===== src/rtl/memory_arbiter_if.sv =====
// memory_arbiter_if: request/grant bundle between the CPU/IOP
// requesters and the shared memory-bus arbiter.
interface memory_arbiter_if;
    logic       cpu_req;
    logic [0:1] iop_req;
    logic       cpu_grant;
    logic [0:1] iop_active;
    logic [0:1] bus_owner;
    logic       timeout_err;

    modport master (
        output cpu_req,
        output iop_req,
        input  cpu_grant,
        input  iop_active,
        input  bus_owner,
        input  timeout_err
    );

    modport slave (
        input  cpu_req,
        input  iop_req,
        output cpu_grant,
        output iop_active,
        output bus_owner,
        output timeout_err
    );
endinterface


===== src/rtl/memory_arbiter.sv =====
// memory_arbiter: non-preemptive CPU/IOP arbiter for the shared
// memory bus with starvation guard, bus turnaround and hold timeout.
module memory_arbiter #(
    parameter int STARVE_LIMIT = 4,
    parameter int TURN_CYCLES  = 1,
    parameter int TIMEOUT      = 64
) (
    input logic             clock,
    input logic             reset,
    memory_arbiter_if.slave bus
);
    localparam int HW = $clog2(TIMEOUT + 1);
    localparam int SW = $clog2(STARVE_LIMIT + 1);

    localparam logic [1:0] OWN_NONE = 2'd0;
    localparam logic [1:0] OWN_CPU  = 2'd1;
    localparam logic [1:0] OWN_IOP0 = 2'd2;
    localparam logic [1:0] OWN_IOP1 = 2'd3;

    typedef enum logic [1:0] {
        IDLE,
        GRANT,
        TURN
    } state_t;

    state_t        r_state;
    logic [HW-1:0] r_hold;
    logic [SW-1:0] r_starve;
    logic [3:0]    r_turn;
    logic          r_last_iop;
    logic          r_blk_cpu;
    logic [0:1]    r_blk_iop;

    logic          w_cpu_el;
    logic [0:1]    w_iop_el;
    logic          w_starved;
    logic [1:0]    w_pick;
    logic          w_owner_req;

    assign w_cpu_el  = bus.cpu_req & ~r_blk_cpu;
    assign w_iop_el  = bus.iop_req & ~r_blk_iop;
    assign w_starved = w_cpu_el && (r_starve == SW'(STARVE_LIMIT));

    // Pick the IDLE winner: starved CPU, then round-robin IOP, then CPU.
    always_comb begin
        w_pick = OWN_NONE;
        if (w_starved)
            w_pick = OWN_CPU;
        else if (w_iop_el[0] && w_iop_el[1])
            w_pick = r_last_iop ? OWN_IOP0 : OWN_IOP1;
        else if (w_iop_el[0])
            w_pick = OWN_IOP0;
        else if (w_iop_el[1])
            w_pick = OWN_IOP1;
        else if (w_cpu_el)
            w_pick = OWN_CPU;
    end

    // Current owner's request line, used to detect release.
    always_comb begin
        w_owner_req = 1'b0;
        case (bus.bus_owner)
            OWN_CPU:  w_owner_req = bus.cpu_req;
            OWN_IOP0: w_owner_req = bus.iop_req[0];
            OWN_IOP1: w_owner_req = bus.iop_req[1];
            default:  w_owner_req = 1'b0;
        endcase
    end

    // Arbitration FSM with registered grant outputs and bookkeeping.
    always_ff @(posedge clock or posedge reset) begin
        if (reset) begin
            r_state         <= IDLE;
            r_hold          <= '0;
            r_starve        <= '0;
            r_turn          <= '0;
            r_last_iop      <= 1'b1;
            r_blk_cpu       <= 1'b0;
            r_blk_iop       <= '0;
            bus.cpu_grant   <= 1'b0;
            bus.iop_active  <= '0;
            bus.bus_owner   <= OWN_NONE;
            bus.timeout_err <= 1'b0;
        end else begin
            r_blk_cpu <= r_blk_cpu & bus.cpu_req;
            r_blk_iop <= r_blk_iop & bus.iop_req;
            unique case (r_state)
                IDLE: begin
                    if (w_pick != OWN_NONE) begin
                        r_state        <= GRANT;
                        r_hold         <= HW'(1);
                        bus.bus_owner  <= w_pick;
                        bus.cpu_grant  <= (w_pick == OWN_CPU);
                        bus.iop_active <= {w_pick == OWN_IOP0,
                                           w_pick == OWN_IOP1};
                        if (w_pick == OWN_CPU) begin
                            r_starve <= '0;
                        end else begin
                            r_last_iop <= (w_pick == OWN_IOP1);
                            if (bus.cpu_req &&
                                r_starve != SW'(STARVE_LIMIT))
                                r_starve <= r_starve + SW'(1);
                        end
                    end
                end
                GRANT: begin
                    if (!w_owner_req || r_hold == HW'(TIMEOUT)) begin
                        r_state        <= TURN;
                        r_turn         <= 4'd1;
                        r_hold         <= '0;
                        bus.cpu_grant  <= 1'b0;
                        bus.iop_active <= '0;
                        bus.bus_owner  <= OWN_NONE;
                        if (w_owner_req) begin
                            bus.timeout_err <= 1'b1;
                            case (bus.bus_owner)
                                OWN_CPU:  r_blk_cpu    <= 1'b1;
                                OWN_IOP0: r_blk_iop[0] <= 1'b1;
                                OWN_IOP1: r_blk_iop[1] <= 1'b1;
                                default:  ;
                            endcase
                        end
                    end else begin
                        r_hold <= r_hold + HW'(1);
                    end
                end
                TURN: begin
                    if (r_turn == 4'(TURN_CYCLES)) begin
                        r_state <= IDLE;
                        r_turn  <= '0;
                    end else begin
                        r_turn <= r_turn + 4'd1;
                    end
                end
                default: r_state <= IDLE;
            endcase
        end
    end
endmodule

===== src/flat_wrapper.sv =====
// flat-port wrapper written by rule: the top's interface ports become plain ports
module memory_arbiter_flat 
#(
    parameter int STARVE_LIMIT = 4,
    parameter int TURN_CYCLES  = 1,
    parameter int TIMEOUT      = 64
)
  (clock, reset, bus_cpu_req, bus_iop_req, bus_cpu_grant, bus_iop_active, bus_bus_owner, bus_timeout_err);
  memory_arbiter_if bus_i ();
  input logic clock;
  input logic reset;
  input wire logic [$bits(bus_i.cpu_req)-1:0] bus_cpu_req;
  input wire logic [$bits(bus_i.iop_req)-1:0] bus_iop_req;
  output wire logic [$bits(bus_i.cpu_grant)-1:0] bus_cpu_grant;
  output wire logic [$bits(bus_i.iop_active)-1:0] bus_iop_active;
  output wire logic [$bits(bus_i.bus_owner)-1:0] bus_bus_owner;
  output wire logic [$bits(bus_i.timeout_err)-1:0] bus_timeout_err;
  assign bus_i.cpu_req = bus_cpu_req;
  assign bus_i.iop_req = bus_iop_req;
  assign bus_cpu_grant = bus_i.cpu_grant;
  assign bus_iop_active = bus_i.iop_active;
  assign bus_bus_owner = bus_i.bus_owner;
  assign bus_timeout_err = bus_i.timeout_err;
  memory_arbiter #(.STARVE_LIMIT(STARVE_LIMIT), .TURN_CYCLES(TURN_CYCLES), .TIMEOUT(TIMEOUT)) u_core (.clock(clock), .reset(reset), .bus(bus_i));
endmodule

===== config.mk =====
export PLATFORM = sky130hd
export DESIGN_NAME = memory_arbiter_flat
export DESIGN_NICKNAME = d
export VERILOG_FILES = /design/src/rtl/memory_arbiter_if.sv /design/src/rtl/memory_arbiter.sv /design/src/flat_wrapper.sv
export SDC_FILE = /design/constraint.sdc
export NUM_CORES = 1
export LEC_CHECK = 0
export BUFFER_PORTS_ARGS = -buffer_cell sky130_fd_sc_hd__buf_2
export CAP_MARGIN = 30
export CORE_ASPECT_RATIO = 1.5
export CORE_MARGIN = 1
export CORE_UTILIZATION = 40
export CTS_CLUSTER_SIZE = 10
export DETAILED_ROUTE_END_ITERATION = 10
export PLACE_DENSITY = 0.58
export SYNTH_ARGS = -nofsm -noshare
export SYNTH_HDL_FRONTEND = slang
export SYNTH_SLANG_ARGS = --single-unit

===== constraint.sdc =====
create_clock -name clock -period 1.7 [get_ports clock]
set_input_delay 0.17 -clock clock [delete_from_list [all_inputs] [get_ports clock]]
set_output_delay 0.17 -clock clock [all_outputs]
set_load 0.02 [all_outputs]

==> Flow_metrics.wiki, run 1 <==
{| class="wikitable"
! Metric !! Value
|-
| Wire length of the first global-routing pass || 5.66 mm
|-
| Number of rows created at floorplan || 26
|-
| Relative contribution of combinational cells to total power || 0.497
|-
| Post-synth EDFFs || 0
|-
| Post-synthesis async set-or-reset flop share || 1.00
|-
| DRC violation count after routing || 0
|-
| Total leakage power || 0.804 nW
|-
| Period utilization || 0.936
|-
| Most common library cell in the layout ignoring fill and taps || dfrtp_1
|-
| Sequential-to-total area share from yosys stat || 0.440
|-
| DP Area || around 1700 µm²
|-
| Largest net degree at the start of global routing || 27
|-
| Top area cells in the synthesized netlist || dfrtp_1 (42%), o21ai_0 (5.4%), ha_1 (5.1%)
|-
| Synth unique cells || 45
|-
| Busiest layer in global routing || met2
|-
| Headroom to the max-slew limit || 0.673
|-
| Most frequent cells in the layout || dfrtp_1 (25), buf_4 (17), nand2_1 (15)
|-
| Yosys warning count || 0
|-
| Average footprint of a synthesized cell || 10.0 µm²
|-
| Final max-slew violation count || 0
|-
| Diode insertion count for antenna repair || 0
|-
| Global routing usage on met1 || 0.236
|-
| Routed length per placed instance || between 10 and 15 µm
|-
| Max-cap violations || 0
|-
| Routed wire length || between 3 and 4 mm
|-
| Die boundary width || about 52 µm
|-
| Met2 track demand over resource || 0.325
|-
| Count of final setup violators || 0
|-
| Highest fanout seen on the critical path || 8
|-
| Global placer's final weighted congestion || about 0.81
|-
| Power per cell area || around 1500 nW/µm²
|-
| Core occupancy in the finished layout || 0.517
|-
| Net switching component of the power || 1.17 mW
|-
| Final critical-path required period || 1.59 ns
|-
| Source-to-sink clock delay at the later pin of the worst-skew pair || approximately 0.27 ns
|-
| Synthesized netlist cell count || 148
|-
| Via-to-Cell Ratio || ~5.7
|-
| Placed wire-length estimate || about 2.4 mm
|-
| Maximum vdd ir drop || 0.000917 V
|-
| Chip height || roughly 77 µm
|-
| Cell type with the highest aggregate area in the netlist || dfrtp_1
|-
| Worst Hold Class || input port to register
|-
| Switch share || 0.421
|-
| Post-layout instance count excluding filler cells || 220
|-
| Sort of element at the start of the critical path || register
|-
| Fraction of layout cells with a size suffix above 1 || 0.270
|-
| Net count after synthesis || approximately 160
|-
| Level count of the clock H-tree || 1
|-
| Sequential group share of total power || 0.360
|-
| Number of hold-slack violations in the final timing report || 0
|-
| Clock power share || 0.143
|-
| Layout Nets || 190
|-
| Total overflow reported by the global router || 0
|-
| Final setup margin || 0.109 ns
|-
| Max clock buf depth || 2
|-
| Inst Count DP || 211
|-
| Clock tree from TritonCTS || done
|-
| Max Fclk || 629 MHz
|-
| Outcome || finished clean
|-
| Setup Crit Path Kind || register to register
|-
| Netlist Area Pre-Place || 1480 µm²
|-
| CTS Root Cell || clkbuf_8
|-
| Vias || 1247
|-
| Crit. End Element || register
|-
| Ports || 11
|-
| Finished layout cell area || about 1800 µm²
|-
| Clock net sink count || 26
|-
| Cell-internal power || 1.62 mW
|-
| Layout area overhead || 21.6%
|-
| Setup TNS after final layout || 0 ns
|-
| Met3 Resource Use GR || 0.0240
|-
| Die ar. || ~4000 µm²
|-
| CP Data Arrival Time || 1.81 ns
|-
| Number of global-route vias before repair || between 1000 and 1500
|-
| Slew of the pin with the lowest slew margin || approximately 0.49 ns
|-
| Initial Util || 0.425
|-
| Number of nets with antenna violations after routing || 0
|-
| Initial drt markers || 27
|-
| Setup Skew || roughly 0.0054 ns
|-
| First-pass DRT Iterations || 4
|-
| Total CTS buffers || 3
|-
| Core region area || between 3000 and 4000 µm²
|-
| Worst slack at placement || 0.0118 ns
|-
| CP Data Required Time || between 1.5 and 2 ns
|-
| Clock-pin slew on the worst setup and hold paths || 0.09 ns
|-
| Total GRT Usage || 0.187
|-
| Number of port buffers || 10
|-
| Most used DFF post-synth || dfrtp_1
|-
| Number of register bits inferred by synthesis || 26
|-
| Initial antenna violation count || 0
|-
| Slack of the worst reg-to-reg path || ~0.11 ns
|-
| Area share of the largest cell type after synthesis || 0.423
|}
## per-stage QoR
step | power (mW) | hold WS, ns
2_1_floorplan | 1.88 | 0.209
3_3_place_gp | 2.29 | 0.241
3_5_place_dp | 2.32 | 0.246
4_1_cts | 2.76 | 0.118
5_1_grt | 3.02 | 0.123
6_report | 2.79 | 0.122
## cell type report
cell class | instances | area, µm²
Timing Repair Buffer | 28 | 188
Multi-Input combinational cell | 108 | 808
Inverter | 12 | 45.0
Fill cell | 327 | 1680
Tap cell | 42 | 52.6
Clock buffer | 4 | 55.1
Sequential cell | 26 | 652
## path summary, 6_finish.rpt
kind / start / to / cells after the start
worst max register to register: u_core.r_hold[0]$_DFFE_PP0P_ / u_core.r_blk_iop[0]$_DFF_PP0_ / 6
worst min register to register: u_core.bus.timeout_err$_DFFE_PP0P_ / u_core.bus.timeout_err$_DFFE_PP0P_ / 1
max in group asynchronous: reset / u_core.r_last_iop$_DFFE_PP1P_ / 4
worst min-delay path: bus_iop_req[1] / u_core.r_blk_iop[0]$_DFF_PP0_ / 2
min in group asynchronous: reset / u_core.r_hold[4]$_DFFE_PP0P_ / 4
worst max-delay path: u_core.r_hold[0]$_DFFE_PP0P_ / u_core.r_blk_iop[0]$_DFF_PP0_ / 6
## registers in the layout, indices dropped and copies added (netlist names)
name and cells:
u_core.r_hold 7, u_core.r_turn 4, u_core.r_starve 3, u_core.bus.bus_owner 2
u_core.bus.iop_active 2, u_core.r_blk_iop 2, u_core.r_state 2, u_core.bus.cpu_grant 1
u_core.bus.timeout_err 1, u_core.r_blk_cpu 1, u_core.r_last_iop 1
## critical path, cell delays in order (launching register included)
cell and delay [ns]:
dfrtp_1 0.39, inv_1 0.08, ha_1 0.15, nor4b_4 0.26
nand3_4 0.19, a2111oi_4 0.34, o21a_1 0.14
## logic make-up (layout without fill, tap and decap cells)
logic type	count (synthesis)	count (layout)	share of synthesized area
adder cells (fa/ha/maj)	6	6	0.0507
AO/OA/AOI/OAI	42	42	0.225
buffers and inverters	14	44	0.0372
AND/OR/NAND/NOR	55	55	0.210
multiplexers	5	5	0.0363
flip-flops	26	26	0.440
## power by group through the flow
stage / clock network, mW / registers (mW) / logic (mW)
2_1_floorplan: 0 / 1.04 / 0.842
5_1_grt: 0.444 / 1.04 / 1.54
3_3_place_gp: 0 / 0.998 / 1.29
6_report: 0.399 / 1.01 / 1.39
4_1_cts: 0.413 / 1.00 / 1.34
3_5_place_dp: 0 / 1.01 / 1.31
## Yosys cell counts (3+ instances only)
cell type and count:
a21oi_1 4, dfrtp_1 25, ha_1 6, inv_1 12, mux2_2 3, nand2_1 15
nand2b_1 3, nand3_1 9, nand4_1 6, nor2_1 6, nor2b_1 3, o21ai_0 16
## metal layers
layer / up-vias / wire length, µm
met4: 0 / 40
met3: 4 / 48
met2: 10 / 1800
met5: - / 0
li1: 605 / -
met1: 628 / 1370
## timing repair
item	CTS	global route
gates resized for setup	1	7
endpoints found under the hold margin	25	0
endpoints found under the setup margin	1	13
pin swaps	0	2
hold buffers	1	0
buffers inserted	0	4
gates cloned	0	0
No activity file was read; power rests on OpenSTA's default activity.
==> inputs of run 2 (changes only) <==
--- a/config.mk
+++ b/config.mk
@@ -5,14 +5,14 @@
 export SDC_FILE = /design/constraint.sdc
 export NUM_CORES = 1
 export LEC_CHECK = 0
-export BUFFER_PORTS_ARGS = -buffer_cell sky130_fd_sc_hd__buf_2
 export CAP_MARGIN = 30
 export CORE_ASPECT_RATIO = 1.5
 export CORE_MARGIN = 1
 export CORE_UTILIZATION = 40
 export CTS_CLUSTER_SIZE = 10
 export DETAILED_ROUTE_END_ITERATION = 10
-export PLACE_DENSITY = 0.58
+export DONT_BUFFER_PORTS = 1
+export PLACE_DENSITY = 0.55
 export SYNTH_ARGS = -nofsm -noshare
 export SYNTH_HDL_FRONTEND = slang
 export SYNTH_SLANG_ARGS = --single-unit
==> run 2 against run 1 <==
Compared with the run above: global-route usage rose by 0.28 points; via count fell by 3.7%; critical endpoint is now u_core.r_hold[2]$_DFFE_PP0P_; critical path type unchanged; non-clock buffer count fell by 5.
==> Flow_metrics.wiki, run 2 (synthesis gave the netlist of run 1 again) <==
{| class="wikitable"
! Metric !! Value
|-
| Wire length of the first global-routing pass || 5.68 mm (+0.25%)
|-
| Setup Crit Path Kind || register to register
|-
| Vias || 1201 (-3.7%)
|-
| Initial drt markers || 22 (-19%)
|-
| Max Fclk || 611 MHz (-2.8%)
|-
| Number of hold-slack violations in the final timing report || 0 (unchanged)
|-
| Worst Hold Slack || 0.0326 ns (-0.0891 ns)
|-
| Hold endpoint || u_core.r_blk_iop[1]$_DFF_PP0_
|-
| Diode insertion count for antenna repair || 0 (unchanged)
|-
| Total design power || 2.82 mW (+0.98%)
|-
| Slowest-stage cell, CP || dfrtp_1
|-
| Worst Hold Class || input port to register
|-
| Maximum vdd ir drop || 0.000927 V (+1.1%)
|-
| Post-layout instance count excluding filler cells || 215 (-2.3%)
|-
| Count of final setup violators || 0 (unchanged)
|-
| Routed length per placed instance || 15.5 µm (+4.2%)
|-
| Crit. End Element || register
|-
| Ports || 11 (unchanged)
|-
| Slew of the pin with the lowest slew margin || 0.486 ns (-0.000761 ns)
|-
| Initial Util || 0.425 (unchanged)
|-
| DRC violation count after routing || 0 (unchanged)
|-
| Source-to-sink clock delay at the later pin of the worst-skew pair || 0.27 ns (about the same)
|-
| Number of global-route vias before repair || 1243 (+2.6%)
|-
| Most common library cell in the layout ignoring fill and taps || dfrtp_1
|-
| Clock power share || 0.144 (about the same)
|-
| Sequential group share of total power || 0.369 (+0.009)
|-
| Total GRT Usage || 0.190 (+0.00275)
|-
| Reg2Reg Capture Point || u_core.r_hold[2]$_DFFE_PP0P_
|-
| Die ar. || 3950 µm² (unchanged)
|-
| Initial antenna violation count || 0 (unchanged)
|-
| Die boundary width || 51.7 µm (unchanged)
|-
| Slack of the worst reg-to-reg path || 0.06 ns (-0.05 ns)
|-
| DP Area || 1650 µm² (-1.2%)
|-
| Largest net degree at the start of global routing || 27 (unchanged)
|-
| Sort of element at the start of the critical path || register
|-
| Level count of the clock H-tree || 1 (unchanged)
|-
| Net switching component of the power || 1.18 mW (+0.80%)
|-
| Routed wire length || 3.32 mm (+1.9%)
|-
| Power per cell area || 1580 nW/µm² (+2.2%)
|-
| Fraction of layout cells with a size suffix above 1 || 0.225 (-0.0442)
|-
| Total overflow reported by the global router || 0 (unchanged)
|-
| Filler cell count in the final layout || 321 (-1.8%)
|-
| Chip height || 76.5 µm (unchanged)
|-
| Clock-pin slew on the worst setup and hold paths || 0.09 ns (about the same)
|-
| Largest regs || u_core.r_hold (7), u_core.r_turn (4), u_core.r_starve (3)
|-
| Placed wire-length estimate || 2.51 mm (+2.9%)
|-
| Relative contribution of combinational cells to total power || 0.487 (-0.010)
|-
| Critical path's most frequent cell || buf_4
|-
| Period utilization || 0.963 (+0.0268)
|-
| Critical path's largest stage delay || 0.38 ns (about the same)
|-
| Cell-internal power || 1.63 mW (+1.1%)
|-
| Global placer's final weighted congestion || 0.754 (-6.7%)
|-
| Number of flip-flops under the largest register name || 7 (unchanged)
|-
| List of cells traversed by the critical path || inv_1 -> ha_1 -> nor4b_4 -> nand3_4 -> buf_4 -> buf_4 -> nand2_2 -> o311ai_2
|-
| Max-cap violations || 0 (unchanged)
|-
| CP Data Required Time || 1.85 ns (-0.07 ns)
|-
| CP Data Arrival Time || 1.79 ns (-0.02 ns)
|-
| Clock net sink count || 26 (unchanged)
|-
| Number of nets with antenna violations after routing || 0 (unchanged)
|-
| Layout Nets || 185 (-2.6%)
|-
| Number of rows created at floorplan || 26 (unchanged)
|-
| Final critical-path required period || 1.64 ns (+0.0455 ns)
|-
| Number of port buffers || 0 (-10)
|-
| Final setup margin || 0.0636 ns (-0.0455 ns)
|-
| Setup TNS after final layout || 0 ns (unchanged)
|-
| Most frequent cells in the layout || dfrtp_1 (25), buf_4 (21), o21ai_0 (16)
|-
| Finished layout cell area || 1780 µm² (-1.2%)
|-
| Headroom to the max-slew limit || 0.674 (about the same)
|-
| Worst slack at placement || 0.0338 ns (+0.0219 ns)
|-
| Clock tree from TritonCTS || done
|-
| Core region area || 3480 µm² (unchanged)
|-
| Largest reg by FF count || u_core.r_hold
|-
| Count of cells along the worst register-to-register path || 8 (+2)
|-
| Inst Count DP || 205 (-2.8%)
|-
| Core occupancy in the finished layout || 0.511 (-0.00611)
|-
| Switch share || 0.420 (-0.000757)
|-
| Hold path depth || 2 (unchanged)
|-
| Total CTS buffers || 3 (unchanged)
|-
| Unrepaired setup endpoints after global routing || yes
|-
| Final max-slew violation count || 0 (unchanged)
|-
| Source of the worst register-to-register timing path || u_core.r_hold[0]$_DFFE_PP0P_
|-
| Max clock buf depth || 2 (unchanged)
|-
| Outcome || finished clean
|-
| Layout area overhead || 20.2%
|-
| Setup Skew || 0.00525 ns (-0.000170 ns)
|-
| Via-to-Cell Ratio || 5.59 (-1.4%)
|-
| Highest fanout seen on the critical path || 8 (unchanged)
|-
| First-pass DRT Iterations || 4 (unchanged)
|-
| CTS Root Cell || clkbuf_8
|-
| Worst min-delay path startpoint || bus_iop_req[0]
|-
| Start point of the critical path || u_core.r_hold[0]$_DFFE_PP0P_
|-
| Total leakage power || 0.783 nW (-2.6%)
|}
[run 2: cell type report]
type | instances | area (µm²) | share of cell area
clock buffer | 4 | 55.1 | 0.0309
inverter | 12 | 45.0 | 0.0253
multi-input combinational | 108 | 797 | 0.448
sequential | 26 | 652 | 0.366
tap | 42 | 52.6 | 0.0295
timing repair buffer | 23 | 178 | 0.0999
[run 2: critical path, delay by kind of cell, from the launching register on]
kind                     cells  cell delay (ns)
adder cells (fa/ha/maj)      1             0.14
flip-flops                   1             0.38
AND/OR/NAND/NOR              3             0.53
AO/OA/AOI/OAI                1             0.08
buffers and inverters        3             0.39
[run 2: what timing repair did]
action                                 in CTS  in global routing
resized for setup                           0                  3
setup endpoints to repair                   0                  9
buffers inserted                            0                  4
hold buffers                                1                  1
endpoints found under the hold margin      25                  1
[run 2: how the worst max path moves through the flow]
stage | end | slack, ns | cells past startpoint
after floorplan | u_core.r_blk_iop[0]$_DFF_PP0_ | 0.15 | 6
after CTS | u_core.r_blk_iop[0]$_DFF_PP0_ | 0.008 | 6
after detailed placement | u_core.r_blk_iop[0]$_DFF_PP0_ | 0.03 | 6
final | u_core.r_hold[2]$_DFFE_PP0P_ | 0.06 | 8
after global placement | u_core.r_blk_iop[0]$_DFF_PP0_ | 0.07 | 6
after global routing | u_core.r_blk_iop[0]$_DFF_PP0_ | -0.04 | 6
[run 2: layer usage]
| metal | share of wire | vias up | global-route usage |
|---|---|---|---|
| li1 | - | 603 | - |
| met1 | 0.40 | 586 | 0.217 |
| met2 | 0.57 | 10 | 0.351 |
| met3 | 0.017 | 2 | 0.0259 |
| met4 | 0.0069 | 0 | 0.0514 |
| met5 | 0 | - | 0 |
[run 2: power groups by stage]
stage	clock [mW]	sequential, mW	combinational (mW)
CTS	0.417	1.03	1.32
detailed placement	0	1.04	1.31
global route	0.437	1.07	1.52
global placement	0	1.04	1.28
finish	0.407	1.04	1.37
floorplan	0	1.04	0.842
==> inputs of run 3 (changes only) <==
--- a/config.mk
+++ b/config.mk
@@ -5,14 +5,16 @@
 export SDC_FILE = /design/constraint.sdc
 export NUM_CORES = 1
 export LEC_CHECK = 0
+export ABC_CLOCK_PERIOD_IN_PS = 1700
 export CAP_MARGIN = 30
 export CORE_ASPECT_RATIO = 1.5
 export CORE_MARGIN = 1
-export CORE_UTILIZATION = 40
+export CORE_UTILIZATION = 45
+export CTS_BUF_LIST = sky130_fd_sc_hd__clkbuf_16
 export CTS_CLUSTER_SIZE = 10
 export DETAILED_ROUTE_END_ITERATION = 10
 export DONT_BUFFER_PORTS = 1
-export PLACE_DENSITY = 0.55
+export PLACE_DENSITY = 0.61
 export SYNTH_ARGS = -nofsm -noshare
 export SYNTH_HDL_FRONTEND = slang
 export SYNTH_SLANG_ARGS = --single-unit
==> run 3 against run 2 <==
Compared with the run above: clock power rose by 27%; non-clock buffer count decreased by 1; design area grew 1.5%; hold slack lost 0.0079 ns; first-iteration DRC count decreased by 32%; highest routed layer unchanged; largest cell class unchanged; sequential power about the same; register-to-register slack hardly changed.
==> Flow_metrics.wiki, run 3 (synthesis gave the netlist of run 1 again) <==
{| class="wikitable"
! Metric !! Value
|-
| Clock net sink count || 26 (unchanged)
|-
| Diode insertion count for antenna repair || 0 (unchanged)
|-
| Count of cells along the worst register-to-register path || 7 (-1)
|-
| Max-cap violations || 0 (unchanged)
|-
| Initial drt markers || 15 (-32%)
|-
| Total CTS buffers || 3 (unchanged)
|-
| Outcome || finished clean
|-
| Placed wire-length estimate || 2.50 mm (-0.33%)
|-
| CTS Root Cell || clkbuf_16
|-
| Wire length of the first global-routing pass || 5.55 mm (-2.3%)
|-
| Core region area || 3130 µm² (-10%)
|-
| Core occupancy in the finished layout || 0.577 (+0.0661)
|-
| Largest net degree at the start of global routing || 27 (unchanged)
|-
| Source-to-sink clock delay at the later pin of the worst-skew pair || 0.26 ns (about the same)
|-
| Largest reg by FF count || u_core.r_hold
|-
| Count of final setup violators || 0 (unchanged)
|-
| DRC violation count after routing || 0 (unchanged)
|-
| CP Data Arrival Time || 1.77 ns (-0.02 ns)
|-
| Setup Skew || 0.00747 ns (+0.00222 ns)
|-
| Most frequent cells in the layout || dfrtp_1 (25), buf_4 (21), nand2_1 (15)
|-
| Number of flip-flops under the largest register name || 7 (unchanged)
|-
| Finished layout cell area || 1810 µm² (+1.5%)
|-
| Chip height || 72.2 µm (-5.6%)
|-
| Inst Count DP || 202 (-1.5%)
|-
| Period utilization || 0.958 (-0.00502)
|-
| Highest fanout seen on the critical path || 8 (unchanged)
|-
| Clock tree from TritonCTS || done
|-
| Layout Nets || 184 (-0.54%)
|-
| Final critical-path required period || 1.63 ns (-0.00854 ns)
|-
| Slew of the pin with the lowest slew margin || 0.517 ns (+0.0311 ns)
|-
| Total design power || 3.01 mW (+6.8%)
|-
| Hold path depth || 1 (-1)
|-
| Setup Crit Path Kind || register to register
|-
| Number of port buffers || 0 (unchanged)
|-
| Unrepaired setup endpoints after global routing || yes
|-
| Number of hold-slack violations in the final timing report || 0 (unchanged)
|-
| Max clock buf depth || 2 (unchanged)
|-
| Number of global-route vias before repair || 1266 (+1.9%)
|-
| Crit. End Element || register
|-
| Number of rows created at floorplan || 25 (-3.8%)
|-
| Largest regs || u_core.r_hold (7), u_core.r_turn (4), u_core.r_starve (3)
|-
| Post-layout instance count excluding filler cells || 212 (-1.4%)
|-
| Global placer's final weighted congestion || 0.819 (+8.7%)
|-
| Routed wire length || 3.36 mm (+1.1%)
|-
| Power per cell area || 1670 nW/µm² (+5.2%)
|-
| Number of nets with antenna violations after routing || 0 (unchanged)
|-
| Total overflow reported by the global router || 0 (unchanged)
|-
| Initial Util || 0.473 (+0.0480)
|-
| Final setup margin || 0.0721 ns (+0.00854 ns)
|-
| DP Area || 1640 µm² (-0.61%)
|-
| Most common library cell in the layout ignoring fill and taps || dfrtp_1
|-
| Total GRT Usage || 0.202 (+0.0125)
|-
| Ports || 11 (unchanged)
|-
| Via-to-Cell Ratio || 5.78 (+3.4%)
|-
| Worst Hold Class || input port to register
|-
| Max Fclk || 614 MHz (+0.52%)
|-
| Fraction of layout cells with a size suffix above 1 || 0.238 (+0.0129)
|-
| Sort of element at the start of the critical path || register
|-
| Total leakage power || 0.790 nW (+0.82%)
|-
| Final max-slew violation count || 0 (unchanged)
|-
| Initial antenna violation count || 0 (unchanged)
|-
| Maximum vdd ir drop || 0.000880 V (-5.1%)
|-
| First-pass DRT Iterations || 4 (unchanged)
|-
| Clock-pin slew on the worst setup and hold paths || 0.07 ns (-0.02 ns)
|-
| Vias || 1225 (+2.0%)
|-
| Die ar. || 3530 µm² (-11%)
|-
| Routed length per placed instance || 15.9 µm (+2.6%)
|-
| Layout area overhead || 22.0%
|-
| Die boundary width || 48.8 µm (-5.5%)
|-
| Headroom to the max-slew limit || 0.654 (-0.0197)
|-
| Worst slack at placement || 0.0188 ns (-0.0149 ns)
|-
| CP Data Required Time || 1.84 ns (about the same)
|-
| Level count of the clock H-tree || 1 (unchanged)
|}
[run 3: cell count changes in the layout (fill, tap and decap cells not counted), sizes merged]
cell and delta:
dlygate4sd3 -1, clkbuf -1, clkinv +1
[run 3: layout make-up]
| class | instances | area (µm²) |
|---|---|---|
| sequential | 26 | 652 |
| clock inverter | 1 | 3.75 |
| timing repair buffer | 22 | 168 |
| clock buffer | 3 | 75.1 |
| inverter | 12 | 45.0 |
| fill | 283 | 1320 |
| multi-input combinational | 108 | 812 |
| tap | 40 | 50.0 |
[run 3: power by group]
group	internal [mW]	switching (mW)
registers	0.813	0.240
clock network	0.314	0.201
logic	0.655	0.786
total	1.78	1.23
[run 3: worst max-delay path: stages (launching register included)]
cell and delay, ns:
dfrtp_1 0.41, inv_2 0.07, ha_1 0.14, nor4b_4 0.26, nand3_4 0.20, buf_4 0.19, a31oi_1 0.14, mux2i_1 0.10
[run 3: what timing repair did]
item,in CTS,in global routing
hold buffers,1,0
setup buffers,0,5
hold endpoints to repair,25,0
resized for setup,0,9
endpoints found under the setup margin,0,12
[run 3: per-stage QoR]
stage,setup TNS [ns],hold WS (ns)
global route,-0.106,0.0271
CTS,0,0.0215
floorplan,0,0.209
finish,0,0.0248
detailed placement,0,0.142
global placement,0,0.138
[run 3: per-layer routing]
layer,up-vias,GRT usage,part of all wire
met5,-,0,0
met4,0,0.0882,0.012
met3,4,0.0294,0.025
met2,24,0.373,0.55
met1,605,0.229,0.41
li1,592,-,-
[run 3: final timing paths]
kind / startpoint / endpoint / slack, ns
max in group asynchronous: reset / u_core.r_last_iop$_DFFE_PP1P_ / 1.00
min reg2reg: u_core.r_blk_iop[1]$_DFF_PP0_ / u_core.r_blk_iop[1]$_DFF_PP0_ / 0.50
min: bus_iop_req[1] / u_core.r_blk_iop[0]$_DFF_PP0_ / 0.02
max: u_core.r_hold[0]$_DFFE_PP0P_ / u_core.r_hold[6]$_DFFE_PP0P_ / 0.07
min in group asynchronous: reset / u_core.r_blk_iop[1]$_DFF_PP0_ / 0.41
max reg2reg: u_core.r_hold[0]$_DFFE_PP0P_ / u_core.r_hold[6]$_DFFE_PP0P_ / 0.07
